===== src/rtl/pipe_ctrl_if.sv =====
// Hazard-controller signal bundle between the 5-stage pipe datapath (master) and pipe_ctrl (slave).
interface pipe_ctrl_if #(
  parameter int unsigned CNT_W = 16
);
  logic [4:0]       de_rs1;
  logic [4:0]       de_rs2;
  logic             de_rs1_used;
  logic             de_rs2_used;
  logic [4:0]       ex_rd;
  logic             ex_is_load;
  logic [4:0]       mem_rd;
  logic             redirect_valid;
  logic             mem_req;
  logic             mem_ready;
  logic             stall_fe;
  logic             stall_de;
  logic             stall_ex;
  logic             ex_bubble;
  logic             wb_bubble;
  logic             de_kill;
  logic [1:0]       fwd_rs1_sel;
  logic [1:0]       fwd_rs2_sel;
  logic [CNT_W-1:0] stall_cnt;
  logic [CNT_W-1:0] flush_cnt;

  modport master (
    output de_rs1, de_rs2, de_rs1_used, de_rs2_used, ex_rd, ex_is_load, mem_rd,
           redirect_valid, mem_req, mem_ready,
    input  stall_fe, stall_de, stall_ex, ex_bubble, wb_bubble, de_kill,
           fwd_rs1_sel, fwd_rs2_sel, stall_cnt, flush_cnt
  );

  modport slave (
    input  de_rs1, de_rs2, de_rs1_used, de_rs2_used, ex_rd, ex_is_load, mem_rd,
           redirect_valid, mem_req, mem_ready,
    output stall_fe, stall_de, stall_ex, ex_bubble, wb_bubble, de_kill,
           fwd_rs1_sel, fwd_rs2_sel, stall_cnt, flush_cnt
  );
endinterface


===== src/rtl/pipe_ctrl.sv =====
// Hazard/sequencing controller for the 5-stage RV32I pipe: stalls, kills, bubbles and bypass selects.
// Optional perf counters (stall_cnt/flush_cnt) are built only with PIPE_CTRL_PERF_EN defined.
module pipe_ctrl #(
  parameter int unsigned REDIRECT_PENALTY = 2,
  parameter int unsigned CNT_W            = 16
) (
  input logic        clk,
  input logic        rst,
  pipe_ctrl_if.slave bus
);

  typedef enum logic [1:0] {RUN, LD_STALL, FLUSH, MEM_WAIT} state_t;

  localparam logic [2:0] PEN_INIT = 3'(REDIRECT_PENALTY - 1);
  localparam state_t     KILL_NX  = (REDIRECT_PENALTY > 1) ? FLUSH : RUN;

  state_t     state, state_nx;
  logic [2:0] pen_cnt, pen_cnt_nx;
  logic       pend, pend_nx;
  logic       mem_wait, load_use, redirect_go;
  logic       stall_fe_c, stall_de_c, stall_ex_c, ex_bubble_c, wb_bubble_c, de_kill_c;
  logic [1:0] sel1, sel2;

  function automatic logic [1:0] fwd_sel(input logic used, input logic [4:0] rs,
                                         input logic [4:0] ex_rd, input logic [4:0] mem_rd);
    if (used && rs != 5'd0 && rs == ex_rd)       return 2'd1;
    else if (used && rs != 5'd0 && rs == mem_rd) return 2'd2;
    else                                         return 2'd0;
  endfunction

  assign mem_wait = bus.mem_req & ~bus.mem_ready;
  assign load_use = bus.ex_is_load & (bus.ex_rd != 5'd0) &
                    ((bus.de_rs1_used & (bus.de_rs1 == bus.ex_rd)) |
                     (bus.de_rs2_used & (bus.de_rs2 == bus.ex_rd)));
  // A redirect parked during a memory wait is replayed on the cycle the wait ends.
  assign redirect_go = ~mem_wait & (bus.redirect_valid | ((state == MEM_WAIT) & pend));

  always_ff @(posedge clk or posedge rst) begin
    if (rst) begin
      state   <= RUN;
      pen_cnt <= '0;
      pend    <= 1'b0;
    end else begin
      state   <= state_nx;
      pen_cnt <= pen_cnt_nx;
      pend    <= pend_nx;
    end
  end

  always_comb begin
    state_nx   = state;
    pen_cnt_nx = pen_cnt;
    pend_nx    = pend;
    if (mem_wait) begin
      state_nx = MEM_WAIT;
      if (bus.redirect_valid) pend_nx = 1'b1;
    end else if (redirect_go) begin
      state_nx   = KILL_NX;
      pen_cnt_nx = PEN_INIT;
      pend_nx    = 1'b0;
    end else begin
      case (state)
        FLUSH: begin
          if (pen_cnt <= 3'd1) begin
            state_nx   = RUN;
            pen_cnt_nx = '0;
          end else begin
            pen_cnt_nx = pen_cnt - 3'd1;
          end
        end
        RUN:     state_nx = load_use ? LD_STALL : RUN;
        default: state_nx = RUN;
      endcase
    end
  end

  always_comb begin
    stall_fe_c  = 1'b0;
    stall_de_c  = 1'b0;
    stall_ex_c  = 1'b0;
    ex_bubble_c = 1'b0;
    wb_bubble_c = 1'b0;
    de_kill_c   = 1'b0;
    if (!rst) begin
      if (mem_wait) begin
        stall_fe_c  = 1'b1;
        stall_de_c  = 1'b1;
        stall_ex_c  = 1'b1;
        wb_bubble_c = 1'b1;
      end else if (redirect_go || state == FLUSH) begin
        de_kill_c = 1'b1;
      end else if (state == RUN && load_use) begin
        stall_fe_c  = 1'b1;
        stall_de_c  = 1'b1;
        ex_bubble_c = 1'b1;
      end
    end
  end

  // Selects follow the insn into exec; a load-use edge recomputes so the load is seen in mem next.
  always_ff @(posedge clk or posedge rst) begin
    if (rst) begin
      sel1 <= '0;
      sel2 <= '0;
    end else if (!stall_ex_c) begin
      if (de_kill_c) begin
        sel1 <= '0;
        sel2 <= '0;
      end else begin
        sel1 <= fwd_sel(bus.de_rs1_used, bus.de_rs1, bus.ex_rd, bus.mem_rd);
        sel2 <= fwd_sel(bus.de_rs2_used, bus.de_rs2, bus.ex_rd, bus.mem_rd);
      end
    end
  end

  assign bus.stall_fe    = stall_fe_c;
  assign bus.stall_de    = stall_de_c;
  assign bus.stall_ex    = stall_ex_c;
  assign bus.ex_bubble   = ex_bubble_c;
  assign bus.wb_bubble   = wb_bubble_c;
  assign bus.de_kill     = de_kill_c;
  assign bus.fwd_rs1_sel = sel1;
  assign bus.fwd_rs2_sel = sel2;

`ifdef PIPE_CTRL_PERF_EN
  logic [CNT_W-1:0] stall_q, flush_q;

  always_ff @(posedge clk or posedge rst) begin
    if (rst) begin
      stall_q <= '0;
      flush_q <= '0;
    end else begin
      if (stall_fe_c && stall_q != '1) stall_q <= stall_q + 1'b1;
      if (redirect_go && flush_q != '1) flush_q <= flush_q + 1'b1;
    end
  end

  assign bus.stall_cnt = stall_q;
  assign bus.flush_cnt = flush_q;
`else
  assign bus.stall_cnt = '0;
  assign bus.flush_cnt = '0;
`endif

endmodule


===== src/flat_wrapper.sv =====
// flat-port wrapper written by rule: the top's interface ports become plain ports
module pipe_ctrl_flat 
#(
  parameter int unsigned REDIRECT_PENALTY = 2,
  parameter int unsigned CNT_W            = 16
)
  (clk, rst, bus_de_rs1, bus_de_rs2, bus_de_rs1_used, bus_de_rs2_used, bus_ex_rd, bus_ex_is_load, bus_mem_rd, bus_redirect_valid, bus_mem_req, bus_mem_ready, bus_stall_fe, bus_stall_de, bus_stall_ex, bus_ex_bubble, bus_wb_bubble, bus_de_kill, bus_fwd_rs1_sel, bus_fwd_rs2_sel, bus_stall_cnt, bus_flush_cnt);
  pipe_ctrl_if #(.CNT_W(CNT_W)) bus_i ();
  input logic clk;
  input logic rst;
  input wire logic [$bits(bus_i.de_rs1)-1:0] bus_de_rs1;
  input wire logic [$bits(bus_i.de_rs2)-1:0] bus_de_rs2;
  input wire logic [$bits(bus_i.de_rs1_used)-1:0] bus_de_rs1_used;
  input wire logic [$bits(bus_i.de_rs2_used)-1:0] bus_de_rs2_used;
  input wire logic [$bits(bus_i.ex_rd)-1:0] bus_ex_rd;
  input wire logic [$bits(bus_i.ex_is_load)-1:0] bus_ex_is_load;
  input wire logic [$bits(bus_i.mem_rd)-1:0] bus_mem_rd;
  input wire logic [$bits(bus_i.redirect_valid)-1:0] bus_redirect_valid;
  input wire logic [$bits(bus_i.mem_req)-1:0] bus_mem_req;
  input wire logic [$bits(bus_i.mem_ready)-1:0] bus_mem_ready;
  output wire logic [$bits(bus_i.stall_fe)-1:0] bus_stall_fe;
  output wire logic [$bits(bus_i.stall_de)-1:0] bus_stall_de;
  output wire logic [$bits(bus_i.stall_ex)-1:0] bus_stall_ex;
  output wire logic [$bits(bus_i.ex_bubble)-1:0] bus_ex_bubble;
  output wire logic [$bits(bus_i.wb_bubble)-1:0] bus_wb_bubble;
  output wire logic [$bits(bus_i.de_kill)-1:0] bus_de_kill;
  output wire logic [$bits(bus_i.fwd_rs1_sel)-1:0] bus_fwd_rs1_sel;
  output wire logic [$bits(bus_i.fwd_rs2_sel)-1:0] bus_fwd_rs2_sel;
  output wire logic [$bits(bus_i.stall_cnt)-1:0] bus_stall_cnt;
  output wire logic [$bits(bus_i.flush_cnt)-1:0] bus_flush_cnt;
  assign bus_i.de_rs1 = bus_de_rs1;
  assign bus_i.de_rs2 = bus_de_rs2;
  assign bus_i.de_rs1_used = bus_de_rs1_used;
  assign bus_i.de_rs2_used = bus_de_rs2_used;
  assign bus_i.ex_rd = bus_ex_rd;
  assign bus_i.ex_is_load = bus_ex_is_load;
  assign bus_i.mem_rd = bus_mem_rd;
  assign bus_i.redirect_valid = bus_redirect_valid;
  assign bus_i.mem_req = bus_mem_req;
  assign bus_i.mem_ready = bus_mem_ready;
  assign bus_stall_fe = bus_i.stall_fe;
  assign bus_stall_de = bus_i.stall_de;
  assign bus_stall_ex = bus_i.stall_ex;
  assign bus_ex_bubble = bus_i.ex_bubble;
  assign bus_wb_bubble = bus_i.wb_bubble;
  assign bus_de_kill = bus_i.de_kill;
  assign bus_fwd_rs1_sel = bus_i.fwd_rs1_sel;
  assign bus_fwd_rs2_sel = bus_i.fwd_rs2_sel;
  assign bus_stall_cnt = bus_i.stall_cnt;
  assign bus_flush_cnt = bus_i.flush_cnt;
  pipe_ctrl #(.REDIRECT_PENALTY(REDIRECT_PENALTY), .CNT_W(CNT_W)) u_core (.clk(clk), .rst(rst), .bus(bus_i));
endmodule

===== config.mk =====
export PLATFORM = sky130hd
export DESIGN_NAME = pipe_ctrl_flat
export DESIGN_NICKNAME = d
export VERILOG_FILES = /design/src/rtl/pipe_ctrl_if.sv /design/src/rtl/pipe_ctrl.sv /design/src/flat_wrapper.sv
export SDC_FILE = /design/constraint.sdc
export NUM_CORES = 1
export LEC_CHECK = 0
export BUFFER_PORTS_ARGS = -buffer_cell sky130_fd_sc_hd__buf_4
export CORE_UTILIZATION = 30
export CTS_BUF_LIST = sky130_fd_sc_hd__clkbuf_16
export DETAILED_ROUTE_END_ITERATION = 8
export PLACE_DENSITY = 0.68
export REMOVE_ABC_BUFFERS = 1
export SETUP_SLACK_MARGIN = 0.05
export SLEW_MARGIN = 40
export SYNTH_ARGS = -nofsm -noshare
export SYNTH_HDL_FRONTEND = slang
export SYNTH_SLANG_ARGS = --single-unit

===== constraint.sdc =====
create_clock -name clk -period 8.5 [get_ports clk]
set_clock_uncertainty 0.15 [all_clocks]
set_input_delay 2.55 -clock clk [delete_from_list [all_inputs] [get_ports clk]]
set_output_delay 2.55 -clock clk [all_outputs]
set_load 0.1 [all_outputs]

# Word-level counts from Yosys, hierarchy flattened
# Index checks and enable logic that the tools add are counted.
[word_totals]
ff_bits = 10
wordCells = 70
output_inout_bits = 42
input_bits = 28
[op_classes]
n_mux = 28
n_reduce_logical = 16
addsub = 1
n_lt_le_gt_ge = 1
n_eq_ne = 8
bitwise_logic = 11
[op_table]
columns = ["operator", "n"]
rows = [
  ["5-bit == test", 4],
  ["2-bit two-way mux", 9],
  ["1-bit two-way mux", 15],
  ["5-bit nonzero test", 3],
  ["3-bit two-way mux", 3],
  ["1-bit AND", 7],
  ["1-bit logical AND", 7],
  ["2-bit == test, second input constant", 2],
  ["4-bit by 1-bit != test with 1-bit output, second input constant", 1],
  ["2-bit case mux with 2 select lines", 1],
  ["2-bit AND reduction", 2],
  ["2-bit nonzero test", 2],
  ["3-bit by 1-bit less-or-equal comparator with 1-bit output, second input constant", 1],
  ["3-bit by 1-bit subtractor with 3-bit output, second input constant", 1],
  ["2-bit zero test", 1],
  ["2-bit != test, second input constant", 1],
  ["1-bit NOT", 2],
  ["1-bit bitwise OR", 2],
  ["1-bit logical OR", 1],
]

# Logic depth before layout (Yosys ltp)
# Gate-level depths: netlist of the first run.
[logic_depth]
depth_word = 9
ltp_mapped = 6
ltp_nobuf = 6

# Least setup slack after synthesis of the first run
# No wires, ideal clock.
[synth_timing]
kind = "input to output"
startpoint = "input bus_ex_rd[0]"
endpoint = "output bus_stall_fe"
n_path_buf = 1
setup_slack_ns = 0.344
t_arrival_ns = 5.456
stages = 6
required_time_ns = 5.800
path_cell_list = "xor2_1 nor4_2 nand3_1 a211o_1 a21oi_1 buf_4"
[synth_between]
elab_chain_cells = 9
elab_cells_between_ends = 13
cone_classes = "eq/ne (2); mux (4); bitwise (5); reduce/logical (2)"
[synth_lines]
columns = ["item", "line", "rtl"]
rows = [
  ["from (decl)", "flat_wrapper.sv:15", "input wire logic [$bits(bus_i.ex_rd)-1:0] bus_ex_rd;"],
  ["5-bit == test (on tied branches)", "pipe_ctrl.sv:33, pipe_ctrl.sv:34", ""],
  ["1-bit AND (on tied branches)", "pipe_ctrl.sv:33, pipe_ctrl.sv:34", ""],
  ["1-bit bitwise OR", "pipe_ctrl.sv:33", "((bus.de_rs1_used & (bus.de_rs1 == bus.ex_rd)) |"],
  ["1-bit AND (*)", "pipe_ctrl.sv:32", "assign load_use = bus.ex_is_load & (bus.ex_rd != 5'd0) &"],
  ["1-bit logical AND (*)", "pipe_ctrl.sv:92", "end else if (state == RUN && load_use) begin"],
  ["1-bit two-way mux (*) (4 in a row)", "n/a", ""],
  ["to (decl)", "flat_wrapper.sv:21", "output wire logic [$bits(bus_i.stall_fe)-1:0] bus_stall_fe;"],
]
# Mark *: on every way between the ends. The rest lies on a longest branch, timed or not.

# Final worst setup path of the first run
[layout_timing]
startpoint = "input bus_ex_rd[0]"
endpoint = "output bus_stall_fe"
[layout_between]
elab_chain_cells = 9
elab_cells_between_ends = 13
cone_classes = "eq/ne (2); mux (4); bitwise (5); reduce/logical (2)"
[layout_lines]
columns = ["item", "line", "rtl"]
rows = [
  ["5-bit == test (on tied branches)", "pipe_ctrl.sv:33, pipe_ctrl.sv:34", ""],
  ["1-bit AND (on tied branches)", "pipe_ctrl.sv:33, pipe_ctrl.sv:34", ""],
  ["1-bit bitwise OR", "pipe_ctrl.sv:33", ""],
  ["1-bit AND (*)", "pipe_ctrl.sv:32", ""],
  ["1-bit logical AND (*)", "pipe_ctrl.sv:92", ""],
  ["1-bit two-way mux (*)", "pipe_ctrl.sv:92", ""],
  ["1-bit two-way mux (*)", "pipe_ctrl.sv:90", "end else if (redirect_go || state == FLUSH) begin"],
  ["1-bit two-way mux (*)", "pipe_ctrl.sv:85", "if (mem_wait) begin"],
  ["1-bit two-way mux (*)", "pipe_ctrl.sv:84", "if (!rst) begin"],
]
# Marks and branches as above.

==> results.yml, run 1 <==
global_routing:
  antenna_found_initial: 0
  grt_use_total_pct: 12.6
  grt_pass1_vias: 750
  grt_pass1_wl_um: 3280
  grt.overflow.total: 0
  grt_max_degree: 11
placed_design:
  gp_congestion: 0.747
  placedCellCount: 199
  hpwl_um: 1760
  portBuffers: 37
pwr:
  internal-power_w: 0.000133
  swShare_pct: 46.9
  total_leakage_power_nw: 0.642
  clkPwrFrac_pct: 34.0
  p_sw_w: 0.000118
  p_per_area_nw_per_um2: 195
  total_power_w: 0.000251
  pwr-share-seq_pct: 21.4
  comb_power_share_pct: 44.6
  ir_worst_vdd_mv: 0.100
clocking:
  cts_root_buffer: "clkbuf_16"
  cts-resized-gates: 0
  cts_max_level: 1
  clk-insertion-delay-late_ps: 240
  holdBufCountCts: 0
  postCtsSetupRepairBufs: 0
  cts_sinks: 10
  clk_pin_slew_ps: 40
  clk_path_buf_depth: 2
  cts_tree: "done"
  cts_buffers: 3
synth:
  syn_area_um2: 1020
  synth_top_area_cell: "buf_4"
  ys_seq_area_share_pct: 24.6
  synth.most_common_cell: "buf_4"
  synth_edf_count: 0
  ys.flop_type: "dfrtp_1"
  synthTopCellsByCount: "buf_4 (34), xor2_1 (16), dfrtp_1 (10)"
  synth_seq_cells: 10
  synth_cell_types: 26
  yosys_warnings: 0
  syn_area_per_cell_um2: 8.40
  synth_top_area_share_pct: 25.1
  ys_async_sr_fraction_pct: 100
  synth.area.top_cells: "buf_4 (25%), dfrtp_1 (25%), xor2_1 (14%), o31ai_1 (4.4%), xnor2_1 (3.4%)"
  synth_cells: 121
drt:
  drc: 0
  wl_per_cell_um: 10.6
  firstDrtPassIters: 4
  vias_per_cell: 4.35
  drt-total-wl_um: 2160
  drt_iter0_drc: 19
  vias: 884
  ant_nets: 0
floorplanning:
  core_area_um2: 3130
  die-width_um: 60.2
  rows: 20
  initial_utilization_pct: 32.5
  ios: 70
  fp.dieH_um: 60.2
  dieArea_um2: 3620
timing:
  setup_viol: 0
  post-route-min-period_ps: 6830
  max_freq_mhz: 146
  finalCritPeriodShare_pct: 80.3
  hold_viol: 0
  rsz0062_at_grt: "false"
  slew_violations: 0
worst_setup_path:
  path_class: "in2out"
  end_kind: "primary output"
  critPathLaunchType: "input port"
  cp.arrival_ps: 4130
  crit_required_ps: 5800
  path_max_fanout: 3
final_layout:
  fin_nets: 190
  antenna_cells: 0
  n_fill_cell: 318
  stdcell_count: 203
  area_delta_synth_final_pct: 26.8
  drive_gt1_share_pct: 25.8
min_path:
  hold_path_class: "reg2reg"
job:
  maxCapViolations: 0
status:
  outcome: "completed"
[power by group through the flow]
| stage | logic (W) | registers [W] | clock network, W |
|---|---|---|---|
| CTS | 0.000112 | 0.0000537 | 0.0000858 |
| global placement | 0.000111 | 0.0000542 | 0 |
| floorplan | 0.0000894 | 0.0000555 | 0 |
| detailed placement | 0.000111 | 0.0000543 | 0 |
| global route | 0.000118 | 0.0000541 | 0.0000873 |
| finish | 0.000112 | 0.0000538 | 0.0000852 |
[cells by family (layout without fill, tap and decap cells)]
group | count (synthesis) | in the layout | synth area share, %
AOI/OAI and AO/OA | 16 | 16 | 10.7
other | 1 | 32 | 0.369
xor gates and xnor gates | 20 | 20 | 17.2
buffers and inverters | 37 | 44 | 26.2
DFF | 10 | 10 | 24.6
and+or+nand+nor | 35 | 35 | 18.3
adders and majority gates | 2 | 2 | 2.46
[registers in the layout, indices dropped and copies added (netlist names)]
name                    cells
u_core.state                2
u_core.pend                 1
u_core.bus.fwd_rs2_sel      2
u_core.pen_cnt              3
u_core.bus.fwd_rs1_sel      2
[per-stage QoR]
| step | instance area, um^2 | hold slack, ps | setup WS (ps) | TNS [ps] | utilization [%] |
|---|---|---|---|---|---|
| after global routing | 1290 | 363 | 1560 | 0 | 41.2 |
| final | 1290 | 331 | 1670 | 0 | 41.2 |
| after floorplan | 877 | 302 | -511 | -1020 | - |
| after CTS | 1290 | 338 | 1650 | 0 | 41.2 |
| after detailed placement | 1210 | 323 | 1650 | 0 | 38.7 |
| after global placement | 1210 | 320 | 1690 | 0 | 38.7 |
[path summary, 6_finish.rpt]
check                           slack, ps                         to                      start  cells past startpoint
worst min-delay path                  330  u_core.bus.fwd_rs1_sel[1]  u_core.bus.fwd_rs1_sel[1]                      2
max in group asynchronous            5740          u_core.pen_cnt[2]                        rst                      2
worst min register to register        330  u_core.bus.fwd_rs1_sel[1]  u_core.bus.fwd_rs1_sel[1]                      2
worst max-delay path                 1670               bus_stall_fe               bus_ex_rd[0]                      7
worst max register to register       6900            u_core.state[0]            u_core.state[1]                      4
min in group asynchronous            2180          u_core.pen_cnt[1]                        rst                      2
[routing by layer]
layer | up-vias | GRT usage, % | part of all wire, %
met1 | 412 | 15.8 | 41
met5 | - | 0 | 0
met2 | 43 | 19.2 | 49
met4 | 0 | 7.97 | 2.6
li1 | 424 | - | -
met3 | 5 | 2.81 | 7.2
[cell type report]
cell class | count | area (um^2) | area share (%)
clock buffer | 3 | 75.1 | 5.83
sequential | 10 | 250 | 19.4
timing repair buffer | 37 | 278 | 21.6
multi-input combinational | 105 | 616 | 47.8
tap | 44 | 55.1 | 4.27
clock inverter | 1 | 3.75 | 0.291
inverter | 3 | 11.3 | 0.874
[layout by cell type, fill, tap and decap left out, types with 4 or more instances in the layout]
cell type and n:
buf_4 37, conb_1 32, xor2_1 16, dfrtp_1 10
nand2_1 8, nor2_1 7, o31ai_1 6, xnor2_1 4
a21oi_1 4
[critical path: stages]
cell	delay, ps
buf_4	130
xor2_1	160
nor4_2	250
nand3_1	160
a211o_1	360
a21oi_1	200
buf_4	320
(Power assumes the default switching activity.)
==> run 2, diff against run 1 <==
- PLACE_DENSITY: 0.68 -> 0.71
- clock period: 8.5 -> 6.2 ns (I/O delays scaled with it)
==> results.yml, run 2 (synthesis results as in run 1) <==
drt:
  drc: 0
  drt-total-wl_um: 2160
  vias: 870
  vias_per_cell: 4.31
  drt_iter0_drc: 8
  ant_nets: 0
  firstDrtPassIters: 4
  wl_per_cell_um: 10.7
worst_setup_path:
  crit_required_ps: 4190
  end_kind: "primary output"
  critPathLaunchType: "input port"
  path_max_fanout: 3
  cp.arrival_ps: 3520
  path_class: "in2out"
pwr:
  ir_worst_vdd_mv: 0.0898
  total_leakage_power_nw: 0.640
  total_power_w: 0.000339
  p_per_area_nw_per_um2: 264
final_layout:
  final_area_um2: 1280
  antenna_cells: 0
  fin_nets: 190
  area_delta_synth_final_pct: 26.5
  largest-register: "u_core.pen_cnt"
  largest_reg_flops: 3
  drive_gt1_share_pct: 25.9
  layout_commonest_cell: "buf_4"
  layout_common_cells: "buf_4 (37), conb_1 (32), xor2_1 (16)"
  n_fill_cell: 346
global_routing:
  grt_pass1_wl_um: 3450
  grt_pass1_vias: 785
  grt_util_met3_pct: 2.81
  use_met2_pct: 20.6
  use_met1_pct: 16.3
  gr-max-usage-layer: "met2"
  antenna_found_initial: 0
  grt_use_total_pct: 13.1
  grt.overflow.total: 0
  grt_max_degree: 11
timing:
  hold_viol: 0
  finalCritPeriodShare_pct: 89.2
  tns_ps: 0
  slew_violations: 0
  fin_ws_ps: 672
  setup_viol: 0
  post-route-min-period_ps: 5530
  whs_ps: 322
  rsz0062_at_grt: "false"
  max_freq_mhz: 181
placed_design:
  pre_cts_slack_ps: 672
  portBuffers: 37
  gp_congestion: 0.742
  placed_area_um2: 1210
  hpwl_um: 1830
min_path:
  hold_path_class: "reg2reg"
clocking:
  cts_buffers: 3
  postCtsSetupRepairBufs: 0
  cts_max_level: 1
  cts_sinks: 10
  clk_path_buf_depth: 2
  cts-resized-gates: 0
  holdBufCountCts: 0
  clk_pin_slew_ps: 40
  cts_root_buffer: "clkbuf_16"
  clk-insertion-delay-late_ps: 240
  cts_tree: "done"
job:
  maxCapViolations: 0
floorplanning:
  ios: 70
  initial_utilization_pct: 32.5
  dieArea_um2: 3620
  die-width_um: 60.2
  rows: 20
  fp.dieH_um: 60.2
  core_area_um2: 3130
status:
  outcome: "completed"
==> run 2: cell types whose count changed in the layout (fill, tap and decap cells not counted) <==
| cell | change |
|---|---|
| clkinv_1 | -1 |
==> run 2: path summary, 6_finish.rpt <==
path                                           startpoint                   endpoint  depth (start not counted)  slack, ps
worst max-delay path                         bus_ex_rd[0]               bus_stall_de                          7        670
worst min-delay path            u_core.bus.fwd_rs1_sel[1]  u_core.bus.fwd_rs1_sel[1]                          2        320
worst max register to register            u_core.state[1]            u_core.state[0]                          4       4680
worst min register to register  u_core.bus.fwd_rs1_sel[1]  u_core.bus.fwd_rs1_sel[1]                          2        320
max in group asynchronous                             rst  u_core.bus.fwd_rs2_sel[1]                          2       4140
min in group asynchronous                             rst          u_core.pen_cnt[2]                          2       1490
==> run 2: area by class of cell <==
cell class	count	area, um^2	share of cell area, %
multi-input cells	105	616	47.9
inverters	3	11.3	0.876
flip-flops and latches	10	250	19.5
repair buffers	37	278	21.6
clock buffers	3	75.1	5.84
well taps	44	55.1	4.28
==> run 2: through the flow <==
| stage | cells | utilization (%) |
|---|---|---|
| global route | 202 | 41.1 |
| CTS | 202 | 41.1 |
| detailed placement | 199 | 38.7 |
| floorplan | 118 | - |
| finish | 202 | 41.1 |
| global placement | 199 | 38.7 |
==> run 2: critical path, cell delays in order <==
cell and delay [ps]:
buf_4 130, xor2_1 160, nor4_2 290, nand3_1 180, a211o_1 360, a21oi_1 210, buf_4 320
==> run 2: metal layers <==
metal,vias to the layer above,part of all wire [%]
li1,422,-
met1,398,42
met2,45,48
met3,5,7.3
met4,0,2.5
met5,-,0
==> run 2: where the power goes <==
part	leakage, nW	total (W)	internal, W	switching [W]
Sequential	0.130	0.0000736	0.0000700	0.00000358
Combinational	0.474	0.000153	0.0000278	0.000125
Clock	0.0370	0.000112	0.0000835	0.0000287
Total	0.640	0.000339	0.000181	0.000158
